<file path="src/rtl/regfile_wport_arbiter_pkg.sv">
// ---------------------------------------------------------------------------
// regfile_wport_arbiter_pkg
// Shared CPU definitions for the register-file write-port arbiter:
//   REG_IDX_W / DATA_W / NUM_REGS : register index width, data width, count
//   reg_idx_t / data_t            : convenience types for the above
//   fifo_entry_t                  : one buffered MDU result {valid, rd, data}
//   rd_writes()                   : true when a destination index really
//                                   writes the register file (x0 never does)
// ---------------------------------------------------------------------------
package regfile_wport_arbiter_pkg;

    localparam int REG_IDX_W = 5;
    localparam int DATA_W    = 32;
    localparam int NUM_REGS  = 32;

    typedef logic [REG_IDX_W-1:0] reg_idx_t;
    typedef logic [DATA_W-1:0]    data_t;

    typedef struct packed {
        logic     valid;
        reg_idx_t rd;
        data_t    data;
    } fifo_entry_t;

    // Register 0 is hard-wired, so a write aimed at it is no write at all.
    function automatic logic rd_writes(input reg_idx_t rd);
        return (rd != '0);
    endfunction

endpackage

</file>
<file path="src/rtl/regfile_wport_arbiter_fifo.sv">
// ---------------------------------------------------------------------------
// mdu_result_fifo
// Small shift-style buffer of multiply/divide results waiting for the
// register-file write port. Slot 0 is always the head; a pop shifts the
// remaining entries down by one.
//
// Ports:
//   clk, reset        : clock, asynchronous active-high reset
//   push_i/_rd_i/_data_i : append a result behind the surviving entries
//   pop_i             : drop the head (written or already invalidated)
//   kill_en_i/kill_rd_i : clear the valid bit of every entry with rd==kill_rd
//   head_o            : current head record
//   occupancy_o       : number of occupied slots (valid or invalidated)
//   entry_valid_o     : per-slot valid bits
//   entry_rd_o        : per-slot destination register
// ---------------------------------------------------------------------------
module mdu_result_fifo
    import regfile_wport_arbiter_pkg::*;
#(
    parameter int DEPTH = 2,
    parameter int OCC_W = $clog2(DEPTH + 1)
) (
    input  logic                   clk,
    input  logic                   reset,
    input  logic                   push_i,
    input  reg_idx_t               push_rd_i,
    input  data_t                  push_data_i,
    input  logic                   pop_i,
    input  logic                   kill_en_i,
    input  reg_idx_t               kill_rd_i,
    output fifo_entry_t            head_o,
    output logic [OCC_W-1:0]       occupancy_o,
    output logic [DEPTH-1:0]       entry_valid_o,
    output reg_idx_t [DEPTH-1:0]   entry_rd_o
);

    fifo_entry_t       slots_q [DEPTH];
    fifo_entry_t       slots_d [DEPTH];
    fifo_entry_t       killed  [DEPTH];
    fifo_entry_t       shifted [DEPTH];
    logic [OCC_W-1:0]  occ_q;
    logic [OCC_W-1:0]  occ_d;
    logic [OCC_W-1:0]  occ_after_pop;

    genvar gi;
    generate
        for (gi = 0; gi < DEPTH; gi++) begin : g_slot_out
            assign entry_valid_o[gi] = slots_q[gi].valid;
            assign entry_rd_o[gi]    = slots_q[gi].rd;
        end
    endgenerate

    assign head_o      = slots_q[0];
    assign occupancy_o = occ_q;

    always_comb begin
        // An invalidated entry keeps its slot until it reaches the head and
        // is popped; only its valid bit is cleared here.
        for (int i = 0; i < DEPTH; i++) begin
            killed[i] = slots_q[i];
            if (kill_en_i && slots_q[i].valid && (slots_q[i].rd == kill_rd_i)) begin
                killed[i].valid = 1'b0;
            end
        end

        for (int i = 0; i < DEPTH - 1; i++) begin
            shifted[i] = killed[i + 1];
        end
        shifted[DEPTH-1] = '0;

        occ_after_pop = occ_q - OCC_W'(pop_i);

        // A push lands right behind whatever survives the pop, so a
        // same-cycle pop+push keeps arrival order.
        for (int i = 0; i < DEPTH; i++) begin
            slots_d[i] = pop_i ? shifted[i] : killed[i];
            if (push_i && (occ_after_pop == OCC_W'(i))) begin
                slots_d[i].valid = 1'b1;
                slots_d[i].rd    = push_rd_i;
                slots_d[i].data  = push_data_i;
            end
        end

        occ_d = occ_after_pop + OCC_W'(push_i);
    end

    always_ff @(posedge clk or posedge reset) begin
        if (reset) begin
            occ_q <= '0;
            for (int i = 0; i < DEPTH; i++) begin
                slots_q[i] <= '0;
            end
        end else begin
            occ_q <= occ_d;
            for (int i = 0; i < DEPTH; i++) begin
                slots_q[i] <= slots_d[i];
            end
        end
    end

endmodule

</file>
<file path="src/rtl/regfile_wport_arbiter.sv">
// ---------------------------------------------------------------------------
// regfile_wport_arbiter
// Shares the single register-file write port between the pipeline writeback
// stage and the multiply/divide unit. WB normally wins; MDU results that
// cannot be written immediately wait in mdu_result_fifo. A starve counter
// forces the buffered head through after STARVE_LIMIT consecutive WB wins,
// stalling WB for that cycle. A WB write kills older buffered results to the
// same register so they can never overwrite the younger value.
//
// Ports:
//   clk, reset                       : clock, asynchronous active-high reset
//   wb_valid/wb_rd/wb_data           : writeback request (rd 0 = no request)
//   wb_stall                         : WB must hold this cycle (forced MDU)
//   mdu_valid/mdu_rd/mdu_data        : MDU result offer
//   mdu_ready                        : MDU result accepted when valid&&ready
//   regWrite/WriteRegister/WriteData : register-file write port (combinational)
//   pending_mask                     : bit n set while a valid buffered
//                                      write to register n exists
// ---------------------------------------------------------------------------
module regfile_wport_arbiter
    import regfile_wport_arbiter_pkg::*;
#(
    parameter int FIFO_DEPTH   = 2,
    parameter int STARVE_LIMIT = 4
) (
    input  logic                  clk,
    input  logic                  reset,
    input  logic                  wb_valid,
    input  logic [REG_IDX_W-1:0]  wb_rd,
    input  logic [DATA_W-1:0]     wb_data,
    output logic                  wb_stall,
    input  logic                  mdu_valid,
    input  logic [REG_IDX_W-1:0]  mdu_rd,
    input  logic [DATA_W-1:0]     mdu_data,
    output logic                  mdu_ready,
    output logic                  regWrite,
    output logic [REG_IDX_W-1:0]  WriteRegister,
    output logic [DATA_W-1:0]     WriteData,
    output logic [NUM_REGS-1:0]   pending_mask
);

    localparam int               OCC_W     = $clog2(FIFO_DEPTH + 1);
    localparam logic [OCC_W-1:0] OCC_FULL  = OCC_W'(FIFO_DEPTH);
    localparam logic [2:0]       STARVE_AT = 3'(STARVE_LIMIT);

    fifo_entry_t                 head;
    logic [OCC_W-1:0]            occupancy;
    logic [FIFO_DEPTH-1:0]       entry_valid;
    reg_idx_t [FIFO_DEPTH-1:0]   entry_rd;

    logic [2:0] starve_q;
    logic [2:0] starve_d;

    logic wb_req;
    logic forced;
    logic wb_grant;
    logic head_grant;
    logic fifo_empty;
    logic any_valid;
    logic cut_through;
    logic mdu_accept;
    logic push;
    logic pop;

    // -----------------------------------------------------------------------
    // Grant decision
    // -----------------------------------------------------------------------
    assign wb_req     = wb_valid && rd_writes(wb_rd);
    assign fifo_empty = (occupancy == '0);
    assign any_valid  = |entry_valid;

    // Forcing needs a valid head to write; an invalidated head is popped
    // silently and the next entry becomes eligible one cycle later.
    assign forced     = wb_valid && head.valid && (starve_q == STARVE_AT);
    assign wb_grant   = wb_req && !forced;
    assign head_grant = !wb_grant && head.valid;
    // Bypass only when nothing is buffered at all, so results never pass an
    // older entry still sitting in the buffer.
    assign cut_through = !wb_grant && fifo_empty && mdu_valid;

    assign mdu_ready  = (occupancy < OCC_FULL);
    assign mdu_accept = mdu_valid && mdu_ready;
    assign push       = mdu_accept && !cut_through && rd_writes(mdu_rd);
    assign pop        = !fifo_empty && (head_grant || !head.valid);

    // -----------------------------------------------------------------------
    // Write port
    // -----------------------------------------------------------------------
    always_comb begin
        regWrite      = 1'b0;
        WriteRegister = '0;
        WriteData     = '0;
        if (wb_grant) begin
            regWrite      = 1'b1;
            WriteRegister = wb_rd;
            WriteData     = wb_data;
        end else if (head_grant) begin
            regWrite      = 1'b1;
            WriteRegister = head.rd;
            WriteData     = head.data;
        end else if (cut_through) begin
            regWrite      = rd_writes(mdu_rd);
            WriteRegister = mdu_rd;
            WriteData     = mdu_data;
        end
        // Request inputs are ignored entirely while reset is held.
        if (reset) begin
            regWrite = 1'b0;
        end
    end

    assign wb_stall = forced && !reset;

    // -----------------------------------------------------------------------
    // Starve counter
    // -----------------------------------------------------------------------
    always_comb begin
        starve_d = starve_q;
        if (!any_valid || head_grant) begin
            starve_d = '0;
        end else if (wb_grant && (starve_q != STARVE_AT)) begin
            starve_d = starve_q + 3'd1;
        end
    end

    always_ff @(posedge clk or posedge reset) begin
        if (reset) begin
            starve_q <= '0;
        end else begin
            starve_q <= starve_d;
        end
    end

    // -----------------------------------------------------------------------
    // Result buffer
    // -----------------------------------------------------------------------
    mdu_result_fifo #(
        .DEPTH (FIFO_DEPTH),
        .OCC_W (OCC_W)
    ) u_fifo (
        .clk           (clk),
        .reset         (reset),
        .push_i        (push),
        .push_rd_i     (mdu_rd),
        .push_data_i   (mdu_data),
        .pop_i         (pop),
        .kill_en_i     (wb_grant),
        .kill_rd_i     (wb_rd),
        .head_o        (head),
        .occupancy_o   (occupancy),
        .entry_valid_o (entry_valid),
        .entry_rd_o    (entry_rd)
    );

    // -----------------------------------------------------------------------
    // Pending mask: one OR-reduction of slot hits per architectural register
    // -----------------------------------------------------------------------
    genvar gi, gj;
    generate
        for (gi = 0; gi < NUM_REGS; gi++) begin : g_mask
            logic [FIFO_DEPTH-1:0] hit;
            for (gj = 0; gj < FIFO_DEPTH; gj++) begin : g_slot
                assign hit[gj] = entry_valid[gj] && (entry_rd[gj] == REG_IDX_W'(gi));
            end
            assign pending_mask[gi] = |hit;
        end
    endgenerate

endmodule
</file>
<file path="config.mk">
export PLATFORM = sky130hd
export DESIGN_NAME = regfile_wport_arbiter
export DESIGN_NICKNAME = d
export VERILOG_FILES = /design/src/rtl/regfile_wport_arbiter_pkg.sv /design/src/rtl/regfile_wport_arbiter_fifo.sv /design/src/rtl/regfile_wport_arbiter.sv
export SDC_FILE = /design/constraint.sdc
export NUM_CORES = 1
export LEC_CHECK = 0
export CAP_MARGIN = 20
export CELL_PAD_IN_SITES_DETAIL_PLACEMENT = 0
export CELL_PAD_IN_SITES_GLOBAL_PLACEMENT = 1
export CORE_ASPECT_RATIO = 0.6
export CORE_UTILIZATION = 34
export CTS_CLUSTER_DIAMETER = 50
export CTS_CLUSTER_SIZE = 24
export DETAILED_ROUTE_END_ITERATION = 6
export PLACE_DENSITY_LB_ADDON = 0.08
export SLEW_MARGIN = 20
export SYNTH_ARGS = -nofsm -noshare
export SYNTH_HDL_FRONTEND = slang
export SYNTH_SLANG_ARGS = --single-unit
</file>
<file path="constraint.sdc">
create_clock -name clk -period 3.5 [get_ports clk]
set_clock_uncertainty 0.15 [all_clocks]
set_input_delay 0.525 -clock clk [delete_from_list [all_inputs] [get_ports clk]]
set_output_delay 0.525 -clock clk [all_outputs]
set_load 0.02 [all_outputs]
</file>
==> impl_summary.md, run 1 <==
Synthesis
dfrtp_1 takes more of the synthesized area than any other cell. The mean instance size in the synthesized netlist is 8.28 µm². The flip-flop and latch count after synthesis is 81. Sorting the synthesized cells by area gives the leading types as dfrtp_1, nand2_1, mux2i_1. The net count of the mapped netlist is ~680.

The number of distinct library cell variants in the gate-level netlist after synthesis is 39. By count the netlist is led by nand2_1, nor2_1, dfrtp_1. The synthesis warning total is 0. The synthesized instance count is 594. The commonest register cell after synthesis is dfrtp_1.

Summing the sequential cell areas from Yosys gives 41.2% of the chip area. Yosys instantiated no cell more often than nand2_1. The post-synthesis instance area is 0.00492 mm². The share of synthesized registers carrying an async set or reset is 100%. Of the post-synthesis cell area, the dominant cell type holds 41.2%. The number of synthesized flops with an enable pin is 0.

Clock network
Clock-pin slew was measured on the worst setup and hold paths at 0.06 ns. The number of hold buffers added after CTS was 0. The CTS tree is done. The count of clock tree sinks is 81. The number of buffers inserted by post-CTS setup repair is 0. The cell at the root of the clock tree is clkbuf_16. The total number of H-tree levels is 3. The clock reaches the later pin of the worst-skew pair after roughly 0.34 ns. TritonCTS created 9 clock buffers.

The maximum buffer depth of the clock tree is 2.

STA
The final period demand of the worst path is 3.42 ns. At the pin with the least slew margin, the transition time is roughly 0.63 ns. Setup violations remaining at the end of the flow were counted as 0.

The worst max-slew margin expressed relative to the limit is 58.1%. After layout, the worst path uses 97.6% of the clock period. The maximum clock frequency is 0.293 GHz.

Setup repair after global routing left no endpoint under its margin. The number of max-slew violations in the final report is 0. The count of endpoints failing hold in the final timing report is 0.

Floorplanning
Pin placement for this block handled 150 I/O pins. The die outline height is ~95 µm. The number of cell rows is 33. The core region area is between 0.01 and 0.015 mm². Measured along the x axis, the die boundary spans 157 µm. The floorplan step defined a die boundary enclosing 0.0150 mm². For this configuration, the core starts out at a cell density of 35.5%.

Worst setup path
The cell family contributing the most delay on the critical path is buffers and inverters. The kind of capture point of the worst setup path is an output pin. The arrival time at the worst endpoint is ~2.7 ns.

In this run the worst path has a maximum fanout of 3. The critical path ends at regWrite. For flop-to-flop paths, the worst setup slack is 0.28 ns. The launching instance or port of the critical path is wb_rd[3]. The worst flop-to-flop path startpoint is starve_q[0]. In this run the critical register-to-register path is captured at u_fifo.head_o[17]. The worst setup path is launched from a primary input.

The worst register-to-register path has a depth of 13. The buffering stage count on the worst path with inverters included is 2. The highest-delay cell along the critical path is or4_4. The most common cell type on the critical path is clkdlybuf4s50_1. The longest individual stage delay on the worst path is 0.57 ns. The data required time of the worst path is around 2.8 ns. The critical setup path kind is in2out. Walking the worst path, the cells encountered are clkdlybuf4s50_1 -> or4_4 -> o211a_2 -> a211oi_1 -> nor2_1 -> clkdlybuf4s50_1.

The critical path runs through a total of 6 cells.

Power
The switching power as a share of total power is 42.1%. Internal power comes to 2.60 mW. Of the total power, registers draw 35.2%.

The static leakage is between 3 and 4 nW. The combinational fraction of design power is about 44%. The share of total power dissipated in the clock network is 20.8%. The worst-case IR drop observed on VDD is 326 µV. The switching power is 1.89 mW.

The power density of the placed cells is 647 mW/mm².

Job
Across the run, the number of max-cap violations was 0.

Placed design
The cell area reported after detailed placement is approximately 0.0067 mm². The number of cells in the design after placement is 910. The half-perimeter wire length after detailed placement is 11,500 µm.

At the end of routability-driven placement, the weighted congestion stood at between 0.8 and 0.9. The port buffer count is 149.

Detailed routing
The routed layout has 4,963 vias. The count of nets left with antenna violations once routing finished came out at 0. The number of DRC violations after detailed routing is 0. Before antenna repair, the detailed router went through 5 iterations. After detailed routing, the number of vias per cell comes to 5.36. In the final routed layout, each cell accounts on average for 17.4 µm. The routed design has 16,100 µm of wire. The number of DRC markers after the initial detailed-route iteration is 303.

Global routing
The first global-routing pass estimated between 20,000 and 30,000 µm of wire. Summed over all layers, the global routing overflow is 0. The initial antenna violation count came to 0. Entering global routing, the biggest net connects 46 pins. The overall routing resource usage is 22.7%. The via count of the first global-routing pass is between 4k and 5k.

Finish
The total number of nets in the final design is between 800 and 900. Excluding fillers, the count of instances in the completed layout stands at 926. After routing the design area is 0.00694 mm². The diode insertion count for antenna repair is 0. The fraction of final layout cells with drive strength greater than 1 is under 10%. Compared with the post-synthesis result, the final layout area differs by 41.1%.

Status
The run finished with clean final reports.

Min path
The worst min-delay path category is reg2reg. The worst hold path begins at u_fifo.killed[18].
==> worst register-to-register path: stages (launching register included) <==
cell,delay [ns]
dfrtp_1,0.35
inv_1,0.07
ha_1,0.25
nand3_1,0.25
o211ai_4,0.15
buf_12,0.18
o22ai_4,0.15
clkinv_2,0.08
ha_1,0.19
xnor2_1,0.44
o2111a_2,0.47
buf_12,0.25
nand2_1,0.08
o21ai_1,0.08
==> cell usage in the layout (no fill, tap or decap), types with 8 or more instances in the layout <==
master / n
xnor2_1: 9
mux2i_1: 37
o22ai_1: 32
o21ai_1: 30
clkdlybuf4s50_1: 112
buf_4: 24
a221oi_1: 33
o21ai_2: 10
clkbuf_16: 9
dfrtp_1: 80
dlygate4sd2_1: 36
nand2b_1: 8
nand3_1: 46
nand2_1: 120
nor2_1: 82
==> how the worst min path moves through the flow <==
| stage | depth (start not counted) | to |
|---|---|---|
| 2_1_floorplan | 2 | u_fifo.killed[31] |
| 3_3_place_gp | 2 | u_fifo.killed[6] |
| 3_5_place_dp | 2 | u_fifo.killed[16] |
| 4_1_cts | 2 | u_fifo.killed[18] |
| 5_1_grt | 2 | u_fifo.killed[16] |
| 6_report | 2 | u_fifo.killed[18] |
==> per-layer routing <==
| layer | GRT usage [%] | vias up | part of all wire (%) |
|---|---|---|---|
| met2 | 32.8 | 187 | 42 |
| met4 | 4.61 | 0 | 0.76 |
| met1 | 34.7 | 2391 | 49 |
| met5 | 0 | - | 0 |
| li1 | - | 2373 | - |
| met3 | 4.50 | 12 | 7.5 |
==> cell type report <==
class | instances | area [µm²]
clock buffer | 10 | 229
clock inverter | 6 | 66.3
fill | 1375 | 6930
inverter | 8 | 32.5
multi-input combinational | 452 | 2640
sequential | 81 | 2030
tap | 192 | 240
timing repair buffer | 177 | 1710
==> registers in the layout, indices dropped and copies added (netlist names) <==
register	cells
u_fifo.killed	32
u_fifo.head_o	32
starve_q	3
u_fifo.entry_rd_o	10
u_fifo.entry_valid_o	2
u_fifo.occupancy_o	2
==> power by group through the flow <==
stage / sequential (mW) / clock [mW] / combinational, mW
4_1_cts: 1.57 / 0.963 / 1.98
3_5_place_dp: 1.59 / 0 / 2.02
5_1_grt: 1.62 / 1.00 / 2.15
2_1_floorplan: 1.41 / 0 / 1.46
3_3_place_gp: 1.57 / 0 / 1.98
6_report: 1.58 / 0.934 / 1.98
==> stage by stage <==
stage / setup TNS (ns) / total power [mW] / util [%] / setup WS (ns) / hold slack (ns)
final: 0 / 4.49 / 50.0 / 0.0823 / 0.348
after global routing: 0 / 4.78 / 50.0 / 0.00235 / 0.372
after CTS: 0 / 4.52 / 49.9 / 0.0303 / 0.351
after detailed placement: -6.67 / 3.61 / 48.1 / -0.198 / 0.334
after global placement: -4.51 / 3.55 / 48.1 / -0.223 / 0.329
after floorplan: 0 / 2.88 / - / 0.394 / 0.316
==> logic make-up after synthesis <==
kind of cell | synth area share [%]
AOI/OAI and AO/OA | 17.8
adders and majority gates | 0.763
and+or+nand+nor | 23.8
muxes | 7.53
xor gates and xnor gates | 2.49
DFF | 41.2
buffers and inverters | 6.43
==> what timing repair did <==
item / in CTS / in global routing
pin swaps: 0 / 0
setup endpoints to repair: 36 / 3
resized for setup: 37 / 3
No activity file was read; power rests on OpenSTA's default activity.
==> run 2, diff against run 1 <==
Settings changed: ABC_AREA set to 1, SETUP_SLACK_MARGIN set to 0.3.
==> run 2 against run 1 <==
Sequential power decreased by 8%. Sequential cell count unchanged. Cell count increased by 31%. Wire length increased by 28%. Combinational power increased by 48%.
==> impl_summary.md, run 2 <==
STA
The number of max-slew violations in the final report is 0 (unchanged). The maximum clock frequency was 0.302 GHz (was 0.293 GHz). Unrepaired setup endpoints after global routing: yes (was no). The final number of setup-violating endpoints is 0 (unchanged).

The post-route fraction of the period consumed by the critical path is 94.6% (was 97.6%). The worst max-slew margin expressed relative to the limit is 43.4% (was 58.1%). The final worst slack is 0.188 ns (was 0.0823 ns). The final period demand of the worst path is 3.31 ns (was 3.42 ns). The final total negative setup slack was 0 ns (unchanged). The actual slew at the worst max-slew pin is 0.849 ns (was 0.628 ns). The count of endpoints failing hold in the final timing report is 0 (unchanged).

Global routing
The via count of the first global-routing pass is 6,182 (was 4,867). The overall routing resource usage is 24.8% (was 22.7%). The leftover overflow at the end of global routing was 0 (unchanged). The pin count of the biggest net entering global routing was 82 (was 46). The initial antenna violation count was 1 (was 0). The global-route wire length before repair is 33,400 µm (was 26,100 µm).

Finish
The post-layout instance count excluding filler cells is 1,217 (was 926). The total number of nets in the final design came to 1,065 (was 810). The fraction of final layout cells with drive strength greater than 1 is 6.88% (was 9.40%).

The final-layout fill cell count is 1,683 (was 1,375). The commonest non-fill, non-tap cell in the layout is nand2_1 (unchanged). Commonest cells after routing, fill and taps aside: nand2_1, nand3_1, clkdlybuf4s50_1, dfrtp_1, inv_1 (was nand2_1, clkdlybuf4s50_1, nor2_1, dfrtp_1, nand3_1).

The sequential cell area in the final layout came to 0.00203 mm² (about the same). The final standard cell utilization of the core is 47.6% (was 50.0%). The area growth from synthesis to final layout is 36.6% (was 41.1%). The total area of multi-input combinational cells is 0.00304 mm² (was 0.00264 mm²). The diode insertion count for antenna repair came to 0 (unchanged).

Synthesis
The net count of the mapped netlist came to 945 (was 675). The dominant cell by count in the synthesized netlist is nand2_1 (unchanged). The sequential-to-total area share from yosys stat is 35.8% (was 41.2%). The post-synthesis instance area is 0.00567 mm² (was 0.00492 mm²).

The flip-flop and latch count after synthesis is 81 (unchanged). The commonest register cell after synthesis is dfrtp_1 (unchanged). The number of distinct library cell variants in the gate-level netlist after synthesis is 26 (was 39).

The share of synthesized registers carrying an async set or reset is 100% (unchanged). The number of synthesized flops with an enable pin was 0 (unchanged). The synthesis warning total is 0 (unchanged). The share of the synthesized area in the top cell type is 35.8% (was 41.2%). Top cells by area in the synthesized netlist: dfrtp_1, nand3_1, nand2_1 (was dfrtp_1, nand2_1, mux2i_1). The mean instance size in the synthesized netlist is 6.56 µm² (was 8.28 µm²). Top cells by count, synth: nand2_1, nand3_1, dfrtp_1 (was nand2_1, nor2_1, dfrtp_1). The library cell occupying the most area in the post-synthesis netlist is dfrtp_1 (unchanged).

The synthesized instance count is 864 (was 594).

Floorplanning
The die footprint is 0.0172 mm² (was 0.0150 mm²). The number of cell rows came to 36 (was 33). The die boundary width is 169 µm (was 157 µm). The core region area was 0.0163 mm² (was 0.0139 mm²). The number of primary I/O pins was 150 (unchanged). The die outline height is 102 µm (was 95.2 µm). The effective utilization at floorplan is 34.8% (was 35.5%).

Placed design
The final weighted congestion in routability-driven placement came to 0.890 (was 0.824). The post-placement setup slack came to 0.128 ns (was -0.198 ns). The half-perimeter wire length after detailed placement is 14,100 µm (was 11,500 µm).

The port buffer count is 149 (unchanged). The number of cells in the design after placement was 1,201 (was 910).

Clock network
The clock-pin slew reported for the worst setup and hold paths after clock tree synthesis was 0.07 ns (was 0.06 ns). The post-cts hold buffer count came to 0 (unchanged). The CTS tree is done (unchanged). The cell at the root of the clock tree is clkbuf_16 (unchanged).

The total number of H-tree levels is 3 (unchanged). The count of clock tree sinks is 81 (unchanged). The number of buffers inserted by post-CTS setup repair is 0 (unchanged).

The number of CTS-inserted buffers came to 9 (unchanged). The maximum buffer depth of the clock tree is 2 (unchanged). The clock latency reported for the late side of the worst-skew pair is 0.34 ns (about the same).

Job
The count of maximum capacitance violations came to 0 (unchanged).

Detailed routing
The number of nets with antenna violations after detailed routing was 0 (unchanged). The overall via count from detail_route is 6,430 (was 4,963). The detailed-route wire length per cell is 16.9 µm (was 17.4 µm). The aggregate routed wire length is 20,500 µm (was 16,100 µm). The iteration count of the initial detailed-routing pass is 5 (unchanged). The vias per cell came to 5.28 (was 5.36). The number of DRC markers after the initial detailed-route iteration is 444 (was 303). The number of DRC violations after detailed routing was 0 (unchanged).

Worst setup path
The buffering stage count on the worst path with inverters included was 3 (was 2). The worst reg2reg path endpoint is u_fifo.head_o[8] (was u_fifo.head_o[17]). The most common cell type on the critical path is nor2_4 (was clkdlybuf4s50_1). The worst flop-to-flop path startpoint is starve_q[0] (unchanged). The worst reg-to-reg path cell count is 16 (was 13). The longest individual stage delay on the worst path is 0.63 ns (was 0.57 ns). The top fanout value on the critical path is 18 (was 3). The arrival time at the worst endpoint was 2.64 ns (was 2.74 ns). The kind of capture point of the worst setup path is an output pin (unchanged).

The data required time of the worst path is 2.82 ns (about the same). The critical setup path kind is reg2out (was in2out). Chain of cells forming the critical path: inv_1 -> ha_1 -> nand2_2 -> o21ai_1 -> nor2_4 -> nor2_4 -> buf_12 -> nand3_1 -> o211ai_1 -> clkdlybuf4s50_1 (was clkdlybuf4s50_1 -> or4_4 -> o211a_2 -> a211oi_1 -> nor2_1 -> clkdlybuf4s50_1).

The minimum setup slack among reg-to-reg paths came to 0.59 ns (was 0.28 ns). The kind of start point of the critical path is a register (was primary input). The cell class contributing the biggest share of worst-path delay is buffers and inverters (unchanged). The highest-delay cell along the critical path is clkdlybuf4s50_1 (was or4_4).

Power
The switching power as a share of total power is 50.2% (was 42.1%). The power density of the placed cells is 686 mW/mm² (was 647 mW/mm²). The overall power of the completed layout was 5.31 mW (was 4.49 mW).

The static leakage is 4.09 nW (was 3.17 nW). The switching power was 2.67 mW (was 1.89 mW). The combinational fraction of design power was 55.1% (was 44.0%). The worst IR drop on VDD came to 544 µV (was 326 µV).

The proportion of power drawn by the clock network was 17.4% (was 20.8%). The internal power contribution is 2.64 mW (was 2.60 mW). The sequential fraction of design power is 27.5% (was 35.2%).

Status
Run status: complete, no violations (unchanged).

Min path
The worst min-delay path endpoint is u_fifo.killed[10] (was u_fifo.killed[18]). The cell depth of the worst hold path is 2 (unchanged). The worst min-delay path category is reg2reg (unchanged).

The startpoint of the most critical hold path is u_fifo.killed[10] (was u_fifo.killed[18]).
## run 2: cell types whose count changed in the layout (fill, tap and decap cells not counted), moves of 8 or more
cell            delta
a221oi_1          -33
nand2b_1           -8
o21ai_1           -28
o21ai_2           -10
inv_1             +62
nand3_1          +181
dlymetal6s2s_1    +20
nand4_1           +34
nand2_1          +160
mux2i_1           -37
dlygate4sd2_1     -27
nor2_1            -58
## run 2: power by group through the flow
| stage | Sequential (mW) | Combinational, mW | Clock (mW) |
|---|---|---|---|
| 2_1_floorplan | 1.38 | 1.98 | 0 |
| 3_3_place_gp | 1.46 | 2.88 | 0 |
| 3_5_place_dp | 1.47 | 2.93 | 0 |
| 4_1_cts | 1.45 | 2.92 | 0.947 |
| 5_1_grt | 1.49 | 3.25 | 0.986 |
| 6_report | 1.46 | 2.93 | 0.924 |
## run 2: how the worst max path moves through the flow
| stage | startpoint | endpoint | slack [ns] | cells after the start |
|---|---|---|---|---|
| finish | starve_q[0] | WriteRegister[0] | 0.19 | 10 |
| global route | starve_q[0] | WriteRegister[0] | 0.05 | 10 |
| CTS | wb_rd[4] | WriteData[4] | 0.17 | 10 |
| detailed placement | wb_rd[4] | WriteData[4] | 0.13 | 10 |
| global placement | wb_rd[4] | WriteRegister[3] | 0.13 | 10 |
| floorplan | reset | regWrite | 0.77 | 3 |
## run 2: kinds of logic (layout without fill, tap and decap cells)
family / after synthesis / count (layout) / share of synthesized area (%)
AO/OA/AOI/OAI: 44 / 44 / 4.81
XOR/XNOR: 9 / 9 / 1.39
adder cells (fa/ha/maj): 3 / 3 / 0.663
buffers and inverters: 141 / 266 / 11.2
flip-flops: 81 / 81 / 35.8
AND/OR/NAND/NOR: 586 / 586 / 46.2
## run 2: per-layer routing
metal | up-vias | track usage, % | share of wire, %
li1 | 3108 | - | -
met1 | 3035 | 35.9 | 49
met2 | 271 | 37.5 | 42
met3 | 14 | 6.16 | 8.6
met4 | 2 | 5.10 | 0.69
met5 | - | 0 | 0.039
## run 2: what timing repair did
item	4_1_cts	5_1_grt
hold endpoints to repair	0	0
setup endpoints to repair	38	41
resized for setup	18	31
gates cloned	0	0
## run 2: tightest hold or removal path, cell delays in order, from the launching register on
cell	delay, ns
dfrtp_1	0.34
nand3_1	0.07
nand2_1	0.05
## run 2: cell type report
cell class / count / area share, %
timing repair buffer: 179 / 23.6
sequential: 81 / 26.2
multi-input combinational: 642 / 39.3
clock inverter: 6 / 0.647
clock buffer: 10 / 3.09
tap: 228 / 3.69
inverter: 71 / 3.49
## run 2: through the flow
stage                     hold slack [ns]  cell area, µm²
after floorplan                     0.320            5670
after global placement              0.331            7400
after detailed placement            0.338            7400
after CTS                           0.352            7680
after global routing                0.368            7740
final                               0.347            7740
